==> src/rtl/train_seq_ctrl_if.sv <==
// Handshake bundle between the training sequencer and its host/datapath/memories.
// TRAIN_ERR_STOP_EN adds the err_ok early-stop input.
interface train_seq_ctrl_if #(
    parameter int ADDR_W  = 10,
    parameter int EPOCH_W = 8
);
    logic               start;
    logic               sample_done;
`ifdef TRAIN_ERR_STOP_EN
    logic               err_ok;
`endif
    logic               din;
    logic               select_initial;
    logic [ADDR_W-1:0]  addr;
    logic               update_en;
    logic [EPOCH_W-1:0] epoch;
    logic               busy;
    logic               done;

`ifdef TRAIN_ERR_STOP_EN
    modport master (output start, sample_done, err_ok,
                    input  din, select_initial, addr, update_en, epoch, busy, done);
    modport slave  (input  start, sample_done, err_ok,
                    output din, select_initial, addr, update_en, epoch, busy, done);
`else
    modport master (output start, sample_done,
                    input  din, select_initial, addr, update_en, epoch, busy, done);
    modport slave  (input  start, sample_done,
                    output din, select_initial, addr, update_en, epoch, busy, done);
`endif
endinterface

==> src/rtl/train_seq_ctrl.sv <==
// Training-run sequencer: initial parameter load, then fetch/wait/update per sample over all epochs.
// Optional TRAIN_ERR_STOP_EN: err_ok at an epoch wrap ends the run early.
//
// state  | meaning
// IDLE   | waiting for start after reset
// INIT   | select_initial held for INIT_CYCLES cycles
// FETCH  | one-cycle sample read (din) at addr
// WAIT   | datapath running forward/backward pass
// UPDATE | one-cycle weight update, advance addr/epoch
// DONE   | run finished, waiting for restart
module train_seq_ctrl #(
    parameter int ADDR_W      = 10,
    parameter int N_SAMPLES   = 1000,
    parameter int EPOCH_W     = 8,
    parameter int N_EPOCHS    = 100,
    parameter int INIT_CYCLES = 2
) (
    input  logic             clk,
    input  logic             res,
    train_seq_ctrl_if.slave  bus
);

    localparam logic [2:0] S_IDLE   = 3'd0;
    localparam logic [2:0] S_INIT   = 3'd1;
    localparam logic [2:0] S_FETCH  = 3'd2;
    localparam logic [2:0] S_WAIT   = 3'd3;
    localparam logic [2:0] S_UPDATE = 3'd4;
    localparam logic [2:0] S_DONE   = 3'd5;

    localparam logic [ADDR_W-1:0]  LAST_ADDR  = ADDR_W'(N_SAMPLES - 1);
    localparam logic [EPOCH_W-1:0] LAST_EPOCH = EPOCH_W'(N_EPOCHS - 1);
    localparam int                 INIT_W     = (INIT_CYCLES > 1) ? $clog2(INIT_CYCLES) : 1;
    localparam logic [INIT_W-1:0]  INIT_LOAD  = INIT_W'(INIT_CYCLES - 1);

    logic [2:0]         state_q, state_d;
    logic [ADDR_W-1:0]  addr_q, addr_d;
    logic [EPOCH_W-1:0] epoch_q, epoch_d;
    logic [INIT_W-1:0]  init_cnt_q, init_cnt_d;
    logic               din_q, sel_q, upd_q, busy_q, done_q;
    logic               stop_early;

`ifdef TRAIN_ERR_STOP_EN
    assign stop_early = bus.err_ok;
`else
    assign stop_early = 1'b0;
`endif

    always_comb begin
        state_d    = state_q;
        addr_d     = addr_q;
        epoch_d    = epoch_q;
        init_cnt_d = init_cnt_q;
        case (state_q)
            S_IDLE, S_DONE: begin
                if (bus.start) begin
                    state_d    = S_INIT;
                    addr_d     = '0;
                    epoch_d    = '0;
                    init_cnt_d = INIT_LOAD;
                end
            end
            S_INIT: begin
                if (init_cnt_q == '0) begin
                    state_d = S_FETCH;
                end else begin
                    init_cnt_d = init_cnt_q - 1'b1;
                end
            end
            S_FETCH: state_d = S_WAIT;
            S_WAIT: begin
                if (bus.sample_done) begin
                    state_d = S_UPDATE;
                end
            end
            S_UPDATE: begin
                if (addr_q != LAST_ADDR) begin
                    addr_d  = addr_q + 1'b1;
                    state_d = S_FETCH;
                end else begin
                    // Epoch wrap: epoch stays at the finished index when the run ends here.
                    addr_d = '0;
                    if ((epoch_q == LAST_EPOCH) || stop_early) begin
                        state_d = S_DONE;
                    end else begin
                        epoch_d = epoch_q + 1'b1;
                        state_d = S_FETCH;
                    end
                end
            end
            default: state_d = S_IDLE;
        endcase
    end

    // Outputs are decoded from the next state so they line up with the state they describe.
    always_ff @(posedge clk or posedge res) begin
        if (res) begin
            state_q    <= S_IDLE;
            addr_q     <= '0;
            epoch_q    <= '0;
            init_cnt_q <= '0;
            din_q      <= 1'b0;
            sel_q      <= 1'b0;
            upd_q      <= 1'b0;
            busy_q     <= 1'b0;
            done_q     <= 1'b0;
        end else begin
            state_q    <= state_d;
            addr_q     <= addr_d;
            epoch_q    <= epoch_d;
            init_cnt_q <= init_cnt_d;
            din_q      <= (state_d == S_FETCH);
            sel_q      <= (state_d == S_INIT);
            upd_q      <= (state_d == S_UPDATE);
            busy_q     <= (state_d == S_INIT) || (state_d == S_FETCH) ||
                          (state_d == S_WAIT) || (state_d == S_UPDATE);
            done_q     <= (state_d == S_DONE);
        end
    end

    assign bus.din            = din_q;
    assign bus.select_initial = sel_q;
    assign bus.addr           = addr_q;
    assign bus.update_en      = upd_q;
    assign bus.epoch          = epoch_q;
    assign bus.busy           = busy_q;
    assign bus.done           = done_q;

endmodule

==> src/flat_wrapper.sv <==
// flat-port wrapper written by rule: the top's interface ports become plain ports
module train_seq_ctrl_flat 
#(
    parameter int ADDR_W      = 10,
    parameter int N_SAMPLES   = 1000,
    parameter int EPOCH_W     = 8,
    parameter int N_EPOCHS    = 100,
    parameter int INIT_CYCLES = 2
)
  (clk, res, bus_start, bus_sample_done, bus_din, bus_select_initial, bus_addr, bus_update_en, bus_epoch, bus_busy, bus_done);
  train_seq_ctrl_if #(.ADDR_W(ADDR_W), .EPOCH_W(EPOCH_W)) bus_i ();
  input  logic clk;
  input  logic res;
  input wire logic [$bits(bus_i.start)-1:0] bus_start;
  input wire logic [$bits(bus_i.sample_done)-1:0] bus_sample_done;
  output wire logic [$bits(bus_i.din)-1:0] bus_din;
  output wire logic [$bits(bus_i.select_initial)-1:0] bus_select_initial;
  output wire logic [$bits(bus_i.addr)-1:0] bus_addr;
  output wire logic [$bits(bus_i.update_en)-1:0] bus_update_en;
  output wire logic [$bits(bus_i.epoch)-1:0] bus_epoch;
  output wire logic [$bits(bus_i.busy)-1:0] bus_busy;
  output wire logic [$bits(bus_i.done)-1:0] bus_done;
  assign bus_i.start = bus_start;
  assign bus_i.sample_done = bus_sample_done;
  assign bus_din = bus_i.din;
  assign bus_select_initial = bus_i.select_initial;
  assign bus_addr = bus_i.addr;
  assign bus_update_en = bus_i.update_en;
  assign bus_epoch = bus_i.epoch;
  assign bus_busy = bus_i.busy;
  assign bus_done = bus_i.done;
  train_seq_ctrl #(.ADDR_W(ADDR_W), .N_SAMPLES(N_SAMPLES), .EPOCH_W(EPOCH_W), .N_EPOCHS(N_EPOCHS), .INIT_CYCLES(INIT_CYCLES)) u_core (.clk(clk), .res(res), .bus(bus_i));
endmodule
==> config.mk <==
export PLATFORM = sky130hd
export DESIGN_NAME = train_seq_ctrl_flat
export DESIGN_NICKNAME = d
export VERILOG_FILES = /design/src/rtl/train_seq_ctrl_if.sv /design/src/rtl/train_seq_ctrl.sv /design/src/flat_wrapper.sv
export SDC_FILE = /design/constraint.sdc
export NUM_CORES = 1
export LEC_CHECK = 0
export ABC_AREA = 1
export CORE_MARGIN = 4
export CORE_UTILIZATION = 40
export DETAILED_ROUTE_END_ITERATION = 10
export HOLD_SLACK_MARGIN = 0.06
export MAX_ROUTING_LAYER = met4
export PLACE_DENSITY = 0.66
export SLEW_MARGIN = 30
export SYNTH_ARGS = -nofsm -noshare
export SYNTH_HDL_FRONTEND = slang
export SYNTH_SLANG_ARGS = --single-unit
==> constraint.sdc <==
create_clock -name clk -period 2.4 [get_ports clk]
set_input_delay 0.72 -clock clk [delete_from_list [all_inputs] [get_ports clk]]
set_output_delay 0.72 -clock clk [all_outputs]
set_load 0.05 [all_outputs]
**Word level (Yosys, flattened, before mapping)**

Index checks and enable logic that the tools add are counted.

- $add $sub $neg: 3
- Eq/ne operators: 15
- Shifts and indexed selects: 0
- Mux-type cells: 16
- Reductions and logical operators: 10
- Div/mod/pow operators: 0
- Bitwise gates (word level): 0
- Order comparisons: 0
- Multipliers: 0

Operators by type and width:

| operator | number |
|---|---|
| $mux 8 | 3 |
| $mux 10 | 2 |
| $pmux 10 s2 | 1 |
| $pmux 8 s2 | 1 |
| $mux 3 | 5 |
| $pmux 3 s5 | 1 |
| $eq 3x2->1 const B | 4 |
| $eq 3x3->1 const B | 4 |
| $add 10x1->10 const B | 1 |
| $ne 10x10->1 const B | 1 |
| $add 8x1->8 const B | 1 |
| $eq 8x7->1 const B | 1 |
| $eq 3x1->1 const B | 2 |
| $ne 2x2->1 const B | 3 |
| $reduce_and 2->1 | 2 |
| $reduce_and 4->1 | 1 |
| $reduce_bool 2->1 | 2 |
| $logic_not 3->1 | 1 |
| $logic_or 1x1->1 | 3 |
| $mux 1 | 2 |
| $pmux 1 s2 | 1 |
| $reduce_or 2->1 | 1 |
| $sub 1x1->1 const B | 1 |

- Bits in latches: 0
- Word-level logic and storage cells: 53
- Bits of input ports: 4
- Bits in read-only memories: 0
- Memories: 0
- RAM bits: 0
- Output and inout port bits: 23
- Flip-flop bits (word level): 27

**Logic depth before layout (Yosys ltp)**

- Word-level depth: 8
- Mapped depth: 10
- Depth with buffers taken out: 10

**Least setup slack after synthesis**

No wires, ideal clock.

- Path type: reg2reg
- Start: register u_core.addr_q[0], in the netlist u_core.bus.addr[0]
- End: register u_core.addr_q[8], in the netlist u_core.bus.addr[8]
- Setup slack: 0.605 ns
- Stages on the path, launching flop included: 9
- Library setup time: 0.127 ns
- Arrival time: 1.668 ns
- Data required time: 2.273 ns
- Period minus slack after synthesis: 1.795 ns
- Path buffers: 0
- Cell sequence: dfrtp_1 > ha_1 > nand2_1 > nor2_1 > nand3_1 > nor2_1 > nand3_1 > nand2_1 > o21ai_0

- Word-level cells in the longest chain between the ends: 3
- Elaborated cells on any way between the ends: 4
- Those cells by class: 1 x add/sub; 1 x eq/ne; 2 x mux

Ends and longest elaborated chain:

| what | RTL line | RTL |
|---|---|---|
| from (decl) | train_seq_ctrl.sv:36 | `logic [ADDR_W-1:0] addr_q, addr_d;` |
| from (signal assigned) | train_seq_ctrl.sv:108 | `addr_q <= addr_d;` |
| $add 10x1->10 or $ne 10x10->1 (tied branches) | train_seq_ctrl.sv:77, train_seq_ctrl.sv:76 |  |
| $mux 10 * | train_seq_ctrl.sv:76 | `if (addr_q != LAST_ADDR) begin` |
| $pmux 10 s2 * | train_seq_ctrl.sv:53 | `case (state_q)` |

Mark *: on every way between the ends. The rest lies on a longest branch, timed or not.
A chain may end at the register's enable or synchronous reset.

**Final worst setup path**

- Start: register u_core.addr_q[0], in the netlist u_core.bus.addr[0]
- End: output bus_addr[0]

RTL lines:

| what | RTL line | RTL |
|---|---|---|
| to (decl) | flat_wrapper.sv:18 | `output wire logic [$bits(bus_i.addr)-1:0] bus_addr;` |

No word-level cell between the ends.

==> impl_metrics.tcl <==
set metrics [dict create \
    launch_point_of_the_worst_path "u_core.bus.addr[0]$_DFFE_PP0P_" \
    port-buffer-count 26 \
    clk_pin_slew_ns 0.10 \
    ys_top_cells_by_count "49 x nand2_1, 27 x dfrtp_1, 19 x inv_1, 19 x nor2_1, 11 x nand3_1" \
    dr.pass1.iters 4 \
    power.density_nw_per_um2 856.0 \
    timing.final.ws_setup_ns 0.07679 \
    timing.final.crit_period_ns 2.323 \
    total_gr_overflow 0 \
    max_clock_freq_mhz 430.4 \
    synth_most_common_cell "nand2_1" \
    final_hold_viol_count 0 \
    synth_top_area_cell "dfrtp_1" \
    cpLargestDelayFamily "buffers and inverters" \
    htreeDepth 1 \
    timing.critical_path.from_type "flip-flop" \
    syn_area_per_cell_um2 8.261 \
    cts_buffer_depth 2 \
    place_congestion 0.7985 \
    grt_pass1_wl_mm 5.699 \
    floorplan.die_area_um2 5013 \
    timing_max_transition_violations_final 0 \
    yosysSeqAreaShare_pct 42.82 \
    status "finished, final reports clean" \
    final_cells 271 \
    core_area_um2 3744 \
    hold_ws_ns 0.5601 \
    die_x_um 70.81 \
    grt_max_degree 28 \
    postCtsSetupBuffers 0 \
    cts-hold-fix-buffers 0 \
    finalCritPeriodShare_pct 96.80 \
    final.setup.tns_ns 0 \
    p_comb_share_pct 47.2 \
    drive_above_1_share_pct 17.94 \
    leakagePower_nw 0.8494 \
    synth_area_leaders "dfrtp_1 43%, nand2_1 12%, inv_1 4.5%" \
    antenna_cells_inserted 0 \
    timing.rr.end "u_core.bus.addr[8]$_DFFE_PP0P_" \
    multi_input_area_um2 789.5 \
    setup.reg_to_reg.worst_slack_ns 0.72 \
    first_global_vias 1311 \
    regArea_um2 675.6 \
    final_net_count 230 \
    synth_fp_nets 197 \
    timing.clock.skew_ns 0.008175 \
    detail_route.wirelength_mm 3.178 \
    cell_internal_pwr_mw 0.9166 \
    die_height_um 70.81 \
    crit_path_top_delay_cell "clkdlybuf4s50_1" \
    place_ws_ns 0.3836 \
    rsz0062_at_grt "no" \
    postSynthCellCount 191 \
    timing.critical_path.to_type "output pin" \
    grt_antenna_before_repair 0 \
    routed_wirelength_normalized_by_instance_count_um 11.73 \
    worst_setup_path_endpoint "bus_addr[0]" \
    worst_slew_margin_rel_pct 65.48 \
    power.share.clock_pct 15.8 \
    row_count 22 \
    post_synthesis_instance_area_um2 1578 \
    detail_route.drc_violations 0 \
    areaGrowthSynthToFinish_pct 24.35 \
    worst-path-max-fanout 8 \
    critical_path_depth 1 \
    worst-slew-pin-transition_ns 0.5161 \
    synth_top_flop_cell "dfrtp_1" \
    worstPathBufferInverterCount 1 \
    boundaryPins 27 \
    num-fill-cells 374 \
    synthDominantCellAreaShare_pct 42.82 \
    synth_enable_flop_cells 0 \
    placed_cells 267 \
    via_per_inst 4.815 \
    numClockSinks 27 \
    r2r_start "u_core.bus.addr[0]$_DFFE_PP0P_" \
    yosys_register_bits 27 \
    hold_path.class "flip-flop to flip-flop" \
    start_util_pct 42.15 \
    maxCapViolations 0 \
    p_sw_mw 0.7627 \
    dpl.hpwl_mm 2.363 \
    route.vias.total 1305 \
    crit_chain "clkdlybuf4s50_1" \
    cts_root_buf "clkbuf_8" \
    asyncSetResetFlopFracSynth_pct 100.0 \
    clock_buffer_count_from_cts 3 \
    detailedRoute.firstIterationViolations 102 \
    vdd.ir_drop.worst_uv 586.1 \
    ctsResizeCount 0 \
    cts_tree "yes" \
    data_arrival_at_the_endpoint_of_the_critical_path_ns 1.60 \
    kind_of_critical_path "flip-flop to output pin" \
    switching_share_pct 45.42 \
    synth.lib_cells_used.distinct 30 \
    grt_use_total_pct 14.44 \
    setup-violations-final 0 \
    clkLatencyLatePin_ns 0.27 \
    yosys_warnings 0 \
    worstPathRequired_ns 1.68 \
    critPathMaxStageDelay_ns 0.85 \
    pwr-share-seq_pct 37.0 \
    r2r_cells 8 \
    post-layout-total-power_mw 1.679 \
    drt.antenna.violating_nets 0 \
]
==> stage by stage <==
step                      cell area [um^2]  util [%]
final                                 1962     52.41
after global routing                  1962     52.41
after CTS                             1962     52.41
after detailed placement              1913     51.10
after floorplan                       1578         -
after global placement                1913     51.10
==> metal layers <==
| metal | up-vias | GRT usage (%) | share of wire (%) |
|---|---|---|---|
| li1 | 667 | - | - |
| met1 | 611 | 19.36 | 49 |
| met2 | 23 | 22.14 | 46 |
| met3 | 4 | 2.557 | 4.2 |
| met4 | 0 | 4.802 | 0.82 |
| met5 | - | - | 0 |
==> power groups by stage <==
stage / Clock (mW) / Combinational (mW) / Sequential [mW]
floorplan: 0 / 0.423 / 0.797
global placement: 0 / 0.791 / 0.632
detailed placement: 0 / 0.797 / 0.630
CTS: 0.275 / 0.800 / 0.623
global route: 0.297 / 0.871 / 0.639
finish: 0.265 / 0.793 / 0.622
==> cells by family after synthesis <==
group,share of synthesized area (%)
buffers and inverters,7.137
adders and majority gates,1.586
AOI/OAI and AO/OA,7.692
and+or+nand+nor,37.43
xor gates and xnor gates,3.331
DFF,42.82
==> sequential cells by signal (all words and copies together) (netlist names) <==
| signal | flops |
|---|---|
| u_core.bus.addr | 10 |
| u_core.bus.epoch | 8 |
| u_core.state_q | 3 |
| u_core.bus.busy | 1 |
| u_core.bus.din | 1 |
| u_core.bus.done | 1 |
| u_core.bus.select_initial | 1 |
| u_core.bus.update_en | 1 |
| u_core.init_cnt_q | 1 |
==> layout by cell type (no fill, tap or decap) <==
master,instances
ha_1,2
nor2_2,5
nand3_4,3
nand2_2,4
nor3_1,3
inv_6,2
o31ai_1,1
dfrtp_1,27
o22ai_1,4
o21ai_1,6
buf_4,2
nor2_4,4
inv_2,5
clkinv_2,1
inv_1,19
a21oi_1,3
o31ai_2,1
nor2_8,1
nand3_2,1
clkinvlp_4,1
a22o_1,1
or2_2,2
nand3_1,11
clkdlybuf4s50_1,26
nor3_2,1
nand3b_1,1
nand2_4,4
nand4_1,1
a21boi_0,1
nor2_1,19
nand2_1,49
o21ai_0,3
xor2_1,6
clkbuf_8,3
==> cell type report <==
type	instances	area share, %
sequential	27	34.44
timing repair buffer	28	14.03
multi-input combinational	137	40.24
clock inverter	1	0.3827
inverter	27	5.740
clock buffer	3	2.105
tap	48	3.061
==> worst min-delay path by stage <==
stage               depth (start not counted)                             from                               to  slack, ns
floorplan                                   2    u_core.init_cnt_q$_DFFE_PP0P_    u_core.init_cnt_q$_DFFE_PP0P_       0.52
global placement                            2  u_core.bus.epoch[1]$_DFFE_PP0P_  u_core.bus.epoch[1]$_DFFE_PP0P_       0.55
detailed placement                          2  u_core.bus.epoch[1]$_DFFE_PP0P_  u_core.bus.epoch[1]$_DFFE_PP0P_       0.54
CTS                                         1  u_core.bus.epoch[0]$_DFFE_PP0P_  u_core.bus.epoch[0]$_DFFE_PP0P_       0.57
global route                                2  u_core.bus.epoch[1]$_DFFE_PP0P_  u_core.bus.epoch[1]$_DFFE_PP0P_       0.59
finish                                      1  u_core.bus.epoch[0]$_DFFE_PP0P_  u_core.bus.epoch[0]$_DFFE_PP0P_       0.56
(Power assumes the default switching activity.)
==> RTL edit (same settings) <==
`INIT_CYCLES` is set to 2 in 2 places; all go to 4.
--- a/src/rtl/train_seq_ctrl.sv
+++ b/src/rtl/train_seq_ctrl.sv
@@ -15,3 +15,3 @@
     parameter int N_EPOCHS    = 100,
-    parameter int INIT_CYCLES = 2
+    parameter int INIT_CYCLES = 4
 ) (
--- a/src/flat_wrapper.sv
+++ b/src/flat_wrapper.sv
@@ -7,3 +7,3 @@
     parameter int N_EPOCHS    = 100,
-    parameter int INIT_CYCLES = 2
+    parameter int INIT_CYCLES = 4
 )
Check against the original RTL: not equivalent (a bounded check fails within 4 cycles, from zero or initial values).
==> RTL edit against the original RTL <==
Sequential cell count grew 1; design area shrank 2.1%; critical path type unchanged; power shrank 7.7%; setup slack gained 21 ps; clock power shrank 6%; die area shrank 0.85%; wire length shrank 0.66%; synthesized area shrank 0.95%; maximum frequency grew 0.90%; non-clock buffer count shrank 1.
==> RTL edit: results (changes against the original RTL) <==
sequential share of the synthesized area=44.8% (+2.0 points); net count reported at finish=234 (+1.7%); Worst Setup SP=u_core.bus.epoch[2]; number of global-route vias before repair=1,209 (-7.8%); Arr. time, crit path=1580 ps (-20 ps); drt total wl=3160 um (-0.66%); FF-to-FF path depth=9 (+1); reg-to-reg endpoint=u_core.bus.epoch[4]; via count=1,306 (+0.077%); largest net degree at the start of global routing=29 (+3.6%); peak fanout along the critical path=6 (-2); fraction of layout cells with a size suffix above 1=11.6% (-6.4 points); synth unique cells=26 (-13%); Post-Syn Area per Cell=7.97 um2 (-3.5%); crit path capture=bus_epoch[2]; fill cell count=377 (+0.80%); first-pass GRT wire length=5370 um (-5.8%); commonest cells in the netlist=nand2_1 (47), dfrtp_1 (28), inv_1 (24), nor2_1 (24), nand3_1 (13); Final HPWL DP=2350 um (-0.52%); Area after DPL=1880 um2 (-1.8%); Global Route Usage Sum=13.6% (-0.84 points); Synth area leaders=dfrtp_1 (45%), nand2_1 (11%), inv_1 (5.8%); leakage power=0.881 nW (+3.7%); dpl cells=270 (+1.1%); clk_skew=3.50 ps (-4.67 ps); H-tree depth=1 (unchanged); Worst Hold Launch=u_core.init_cnt_q[1]; PnR worst setup slack=97.5 ps (+20.7 ps); status=completed; Peak supply drop=0.000320 V (-45%); switching portion of total power=43.3% (-2.2 points); final RePlAce weighted congestion=0.839 (+5.0%); Syn Nets=203 (+3.0%); hold depth=2 (+1); Slew @ Worst Pin=504 ps (-11.9 ps); WHS=541 ps (-19.5 ps); WL/cell=11.6 um (-1.4%); initial DRC count=64 (-37%)
[RTL edit: cell types whose count changed after synthesis, moves of 2 or more]
cell     change
nand2_1      -2
nand3_4      -2
inv_1        +5
o21ai_1      -3
inv_2        -3
nor2_4       -3
nand3_1      +2
o21ai_0      +8
inv_6        -2
nor2_1       +5
o21ai_2      +3
[RTL edit: cells by family (layout without fill, tap and decap cells)]
logic type	count (synthesis)	in the layout	share of synthesized area, %
compound gates	24	24	8.89
xor+xnor	8	8	4.48
fa+ha+maj	3	3	2.40
buf+inv	28	57	7.53
flops	28	28	44.8
simple gates	105	105	31.9
[RTL edit: worst reg2reg max path, stage by stage, from the launching register on]
cell and delay (ps):
dfrtp_1 450, ha_1 230, nand2_2 90, nor2_2 120
nand3_2 90, nand2_4 130, nand3_4 180, inv_1 170
nand2_1 70, o21ai_1 70
[RTL edit: cell type report]
cell class,instances,share of cell area (%)
repair buffers,27,13.9
clock buffers,3,2.15
inverters,27,5.54
flip-flops and latches,28,36.5
multi-input cells,140,38.8
well taps,48,3.13
[RTL edit: power groups by stage]
| stage | clock [mW] | combinational, mW | sequential (mW) |
|---|---|---|---|
| global route | 0.273 | 0.772 | 0.627 |
| floorplan | 0 | 0.390 | 0.764 |
| finish | 0.250 | 0.688 | 0.613 |
| detailed placement | 0 | 0.697 | 0.624 |
| CTS | 0.262 | 0.700 | 0.614 |
| global placement | 0 | 0.689 | 0.624 |
[RTL edit: routing by layer]
metal	vias to the layer above	track usage, %	part of all wire, %
met5	-	-	0
met4	0	4.47	1.2
met3	4	1.29	3.6
met2	30	21.5	46
met1	587	18.3	49
li1	685	-	-
